--- src/rtl/replay_packet_unpacker_if.sv ---
// replay_packet_unpacker_if: packet-beat input bus plus per-channel replay-entry bus.
// master: the unpacker side (drives pk_ready and every ch_* entry field).
// slave: the log reader and replayers (drive pk_valid, pk_data and ch_in_ready).
interface replay_packet_unpacker_if #(parameter int NUM_CH = 2, parameter int DATA_WIDTH = 12);
  logic                         pk_valid;
  logic                         pk_ready;
  logic [DATA_WIDTH-1:0]        pk_data;
  logic [NUM_CH-1:0]            ch_in_valid;
  logic [NUM_CH-1:0]            ch_in_ready;
  logic [NUM_CH-1:0]            ch_logb_valid;
  logic [NUM_CH*DATA_WIDTH-1:0] ch_logb_data;
  logic [NUM_CH-1:0]            ch_loge_valid;
  modport master (input pk_valid, pk_data, ch_in_ready,
                  output pk_ready, ch_in_valid, ch_logb_valid, ch_logb_data, ch_loge_valid);
  modport slave (output pk_valid, pk_data, ch_in_ready,
                 input pk_ready, ch_in_valid, ch_logb_valid, ch_logb_data, ch_loge_valid);
endinterface

--- src/rtl/replay_packet_unpacker.sv ---
// replay_packet_unpacker: reassembles packed replay packets into per-channel replay entries.
// Ports: clk, rstn (sync, active-low), bus (master modport of replay_packet_unpacker_if).
module replay_packet_unpacker #(
  parameter int NUM_CH = 2,
  parameter int DATA_WIDTH = 12
) (
  input logic clk,
  input logic rstn,
  replay_packet_unpacker_if.master bus
);
  if (DATA_WIDTH < 2 * NUM_CH) begin : g_bad_width
    $error("DATA_WIDTH must be at least 2*NUM_CH");
  end
  typedef enum logic [1:0] {HDR, PLD, DISP} state_t;
  state_t state, state_nx;
  logic [NUM_CH-1:0] logb_mask, loge_mask, remain, pending, lowest, accepted, hdr_logb, hdr_loge;
  logic [NUM_CH*DATA_WIDTH-1:0] data;
  logic fire, disp;
  assign hdr_logb = bus.pk_data[NUM_CH-1:0];
  assign hdr_loge = bus.pk_data[2*NUM_CH-1:NUM_CH];
  assign fire = bus.pk_valid && bus.pk_ready;
  assign disp = state == DISP;
  // one-hot of the lowest set bit of remain: the channel the next payload beat belongs to
  assign lowest = remain & (~remain + NUM_CH'(1));
  assign accepted = bus.ch_in_valid & bus.ch_in_ready;
  always_comb begin
    state_nx = state;
    if (state == HDR && fire)
      state_nx = hdr_logb != '0 ? PLD : hdr_loge != '0 ? DISP : HDR;
    if (state == PLD && fire && remain == lowest)
      state_nx = DISP;
    if (disp && (pending & ~accepted) == '0)
      state_nx = HDR;
  end
  always_ff @(posedge clk)
    state <= !rstn ? HDR : state_nx;
  always_ff @(posedge clk) begin
    if (!rstn) begin
      logb_mask <= '0;
      loge_mask <= '0;
      remain    <= '0;
      pending   <= '0;
      data      <= '0;
    end else begin
      if (state == HDR && fire) begin
        logb_mask <= hdr_logb;
        loge_mask <= hdr_loge;
        remain    <= hdr_logb;
        pending   <= {NUM_CH{|hdr_loge}};
        data      <= '0;
      end
      if (state == PLD && fire) begin
        remain  <= remain & ~lowest;
        pending <= logb_mask | {NUM_CH{|loge_mask}};
        for (int i = 0; i < NUM_CH; i++)
          if (lowest[i]) data[i*DATA_WIDTH +: DATA_WIDTH] <= bus.pk_data;
      end
      if (disp)
        pending <= pending & ~accepted;
    end
  end
  assign bus.pk_ready      = rstn && !disp;
  assign bus.ch_in_valid   = disp ? pending : '0;
  assign bus.ch_logb_valid = disp ? logb_mask : '0;
  assign bus.ch_loge_valid = disp ? loge_mask : '0;
  assign bus.ch_logb_data  = data;
endmodule

--- src/flat_wrapper.sv ---
// flat-port wrapper written by rule: the top's interface ports become plain ports
module replay_packet_unpacker_flat 
#(
  parameter int NUM_CH = 2,
  parameter int DATA_WIDTH = 12
)
  (clk, rstn, bus_pk_valid, bus_pk_data, bus_ch_in_ready, bus_pk_ready, bus_ch_in_valid, bus_ch_logb_valid, bus_ch_logb_data, bus_ch_loge_valid);
  replay_packet_unpacker_if #(.NUM_CH(NUM_CH), .DATA_WIDTH(DATA_WIDTH)) bus_i ();
  input logic clk;
  input logic rstn;
  input wire logic [$bits(bus_i.pk_valid)-1:0] bus_pk_valid;
  input wire logic [$bits(bus_i.pk_data)-1:0] bus_pk_data;
  input wire logic [$bits(bus_i.ch_in_ready)-1:0] bus_ch_in_ready;
  output wire logic [$bits(bus_i.pk_ready)-1:0] bus_pk_ready;
  output wire logic [$bits(bus_i.ch_in_valid)-1:0] bus_ch_in_valid;
  output wire logic [$bits(bus_i.ch_logb_valid)-1:0] bus_ch_logb_valid;
  output wire logic [$bits(bus_i.ch_logb_data)-1:0] bus_ch_logb_data;
  output wire logic [$bits(bus_i.ch_loge_valid)-1:0] bus_ch_loge_valid;
  assign bus_i.pk_valid = bus_pk_valid;
  assign bus_i.pk_data = bus_pk_data;
  assign bus_i.ch_in_ready = bus_ch_in_ready;
  assign bus_pk_ready = bus_i.pk_ready;
  assign bus_ch_in_valid = bus_i.ch_in_valid;
  assign bus_ch_logb_valid = bus_i.ch_logb_valid;
  assign bus_ch_logb_data = bus_i.ch_logb_data;
  assign bus_ch_loge_valid = bus_i.ch_loge_valid;
  replay_packet_unpacker #(.NUM_CH(NUM_CH), .DATA_WIDTH(DATA_WIDTH)) u_core (.clk(clk), .rstn(rstn), .bus(bus_i));
endmodule
--- config.mk ---
export PLATFORM = sky130hd
export DESIGN_NAME = replay_packet_unpacker_flat
export DESIGN_NICKNAME = d
export VERILOG_FILES = /design/src/rtl/replay_packet_unpacker_if.sv /design/src/rtl/replay_packet_unpacker.sv /design/src/flat_wrapper.sv
export SDC_FILE = /design/constraint.sdc
export NUM_CORES = 1
export LEC_CHECK = 0
export CORE_ASPECT_RATIO = 0.9
export CORE_MARGIN = 10
export CORE_UTILIZATION = 32
export CTS_BUF_LIST = sky130_fd_sc_hd__clkbuf_4 sky130_fd_sc_hd__clkbuf_8
export CTS_CLUSTER_DIAMETER = 60
export CTS_CLUSTER_SIZE = 14
export DETAILED_ROUTE_END_ITERATION = 10
export GPL_ROUTABILITY_DRIVEN = 0
export PLACE_DENSITY = 0.62
export SYNTH_ARGS = -nofsm -noshare
export SYNTH_HDL_FRONTEND = slang
export SYNTH_SLANG_ARGS = --single-unit
--- constraint.sdc ---
create_clock -name clk -period 2 [get_ports clk]
set_clock_uncertainty 0.05 [all_clocks]
set_input_delay 0.3 -clock clk [delete_from_list [all_inputs] [get_ports clk]]
set_output_delay 0.3 -clock clk [all_outputs]
set_load 0.005 [all_outputs]
==> run summary <==
• utilization after layout: 47.1%
• final setup slack of the worst path: 0.100 ns
• period utilization: 95.0%
• maximum VDD drop: 0.270 mV
• WHS: 0.432 ns
• post-place setup slack: 0.0873 ns
• Arrival @ worst endpoint: 1.55 ns
• depth of the CTS H-tree: 2
• TritonCTS clock tree: built
• clock sink count: 34
• synthesis-stage register bit count: 34
• number of antenna violations at the first check in global routing: 0
• Port Buffer Count: 47
• aggregate routed wire length: 4430 um
• worst hold start: u_core.bus.ch_logb_data[13]$_SDFF_PN0_
• dominant cell by count in the synthesized netlist: sky130_fd_sc_hd__dfxtp_1
• max-cap viol count: 0
• list of most frequent post-synthesis cells: sky130_fd_sc_hd__dfxtp_1, sky130_fd_sc_hd__nor2b_1, sky130_fd_sc_hd__o21ai_0
• Layout Area Growth over Synthesis: 44.3%
• share of final-layout standard cells stronger than drive strength 1: 14.6%
• Crit path required time: 1.65 ns
• number of detailed-routing iterations run before antenna repair: 4
• transition time at the pin with the least slew margin: 0.393 ns
• largest cells by area after synthesis: sky130_fd_sc_hd__dfxtp_1, sky130_fd_sc_hd__mux2_4, sky130_fd_sc_hd__nor2b_1
• first-pass GRT wire length: 7190 um
• worst slew slack as a fraction of its limit: 73.8%
• FP Rows: 24
• routed length per placed instance: 15.2 um
• shortest period the worst path allows: 1.90 ns
• leakage power figure: 0.000876 uW
• path type of the worst min-delay path: flop to flop
• CP Class: flop to output pin
• highest fanout seen on the critical path: 7
• maximum number of pins on one net before global-route repair: 30
• RSZ-0062 raised after global routing: no
• final hold violations: 0
• Pins Over Slew Limit: 0
• area enclosed by the die boundary: 8070 um^2
• Net Count, Synth: 192
• Total GRT Usage: 11.0%
• proportion of netlist area held by the largest area contributor: 43.7%
• f_max: 0.526 GHz
• Post-Synthesis Mean Instance Area: 8.91 um^2
• worst hold path cell count: 1
• Nets: 243
• Critical Path End Type: output pin
• top cell type by total area after synthesis: sky130_fd_sc_hd__dfxtp_1
• power per cell area: 683 nW/um^2
• 1st-iter DRT viols: 103
• grt total ovfl: 0
• clock root buffer: sky130_fd_sc_hd__clkbuf_8
• Die Span Y: 86.2 um
• I/O pin cnt: 48
• Placeable Area: 4770 um^2
• hold buffers post-CTS: 0
• clock slew at reported path FFs: 0.06 ns
• Post-Synthesis Cells: 175
• number of buffers inserted during clock tree synthesis: 5
• number of enable flip-flop cells after synthesis: 0
• launch point of the critical path: u_core.state[1]$_SDFFE_PP0P_
• Sum Neg Setup Slack: 0 ns
• summed instance area of the synthesized netlist: 1560 um^2
• number of global-route vias before repair: 1409
• most frequently used flop master after synthesis: sky130_fd_sc_hd__dfxtp_1
• total via count in the routed design: 1418
• crit path launch type: flop
• Yosys warnings: 0
• antenna cell count: 0
• Synth cell types: 33
• half-perimeter wire length of the detailed placement result: 3160 um
• setup-violating endpoint count in the final report: 0
• insertion delay of the later-clocked pin in the worst-skew pair: 0.28 ns
• ys async rst share: 0%
• Worst Reg2Reg Path Length in Cells: 4
• remaining number of nets flagged by the antenna check after routing: 0
• maximum buffer depth of the clock tree: 2
• register area share after synthesis: 43.7%
• initial cell density of the core: 32.7%
• routed vias/inst: 4.87
• Die Wd: 93.6 um
• DRC Markers: 0
• status: complete, no violations
• r2r startpoint: u_core.state[0]$_SDFFE_PP0P_
stage by stage:
stage	power [uW]	instances	instance area, um^2
3_5_place_dp	911	283	2120
3_3_place_gp	912	283	2120
6_report	1540	291	2250
2_1_floorplan	822	175	1560
5_1_grt	1600	291	2250
4_1_cts	1540	290	2230
path summary, 6_finish.rpt:
check	slack, ns	to
setup / recovery	0.10	bus_ch_in_valid[1]
hold / removal	0.43	u_core.bus.ch_logb_data[13]$_SDFF_PN0_
setup reg to reg	0.42	u_core.bus.ch_logb_data[23]$_SDFF_PN0_
hold reg to reg	0.43	u_core.bus.ch_logb_data[13]$_SDFF_PN0_
cells in the final DEF, fill, tap and decap left out, drive strengths merged:
| cell | n |
|---|---|
| o22ai | 1 |
| and2 | 7 |
| nand3 | 14 |
| a211oi | 1 |
| a31o | 1 |
| nand2 | 12 |
| nor3b | 2 |
| and2b | 1 |
| buf | 11 |
| bufinv | 1 |
| a22o | 4 |
| a21oi | 8 |
| inv | 1 |
| mux2 | 8 |
| or2 | 1 |
| clkdlybuf4s50 | 47 |
| clkbuf | 6 |
| nor2b | 14 |
| and3 | 9 |
| a32o | 2 |
| dfxtp | 34 |
| a31oi | 13 |
| or3b | 1 |
| nand3b | 2 |
| or2b | 1 |
| nor3 | 2 |
| and3b | 1 |
| o21ai | 14 |
| nor2 | 5 |
| nand2b | 2 |
per-layer routing:
metal / GRT usage [%] / up-vias / routed length, um
met5: 0 / - / 0
met4: 4.55 / 0 / 70
met1: 14.1 / 658 / 2180
met2: 16.6 / 28 / 1960
met3: 3.54 / 5 / 225
li1: - / 727 / -
where the power goes:
group	switching, uW	internal (uW)	leakage [uW]
Clock	238	398	0.0000573
Combinational	99.9	91.0	0.000542
Sequential	15.1	695	0.000276
area by class of cell:
cell class,instances,area [um^2]
inverter,1,3.75
timing repair buffer,58,553
multi-input combinational,126,815
clock buffer,6,82.6
clock inverter,1,30.0
fill,465,2520
sequential,34,684
tap,65,81.3
logic make-up (layout without fill, tap and decap cells):
logic type	after synthesis	in the layout	share of synthesized area (%)
AND/OR/NAND/NOR	74	74	27.3
AO/OA/AOI/OAI	44	44	17.3
flip-flops	34	34	43.7
multiplexers	8	8	7.22
buffers and inverters	15	66	4.57
worst max-delay path: stages, from the launching register on:
cell	delay, ns
sky130_fd_sc_hd__dfxtp_4	0.37
sky130_fd_sc_hd__nor2b_4	0.15
sky130_fd_sc_hd__buf_4	0.13
sky130_fd_sc_hd__and2_1	0.11
sky130_fd_sc_hd__clkdlybuf4s50_1	0.50
repair_timing:
item,CTS,global route
setup endpoints to repair,6,6
cloned,0,1
resized for setup,1,5
buffers inserted,0,0
hold endpoints to repair,0,0
sequential cells by signal, summed over array words and instances, names as in the netlist:
signal and cells:
u_core.bus.ch_logb_data 24, u_core.logb_mask 2, u_core.loge_mask 2, u_core.pending 2, u_core.remain 2, u_core.state 2
(Power assumes the default switching activity.)
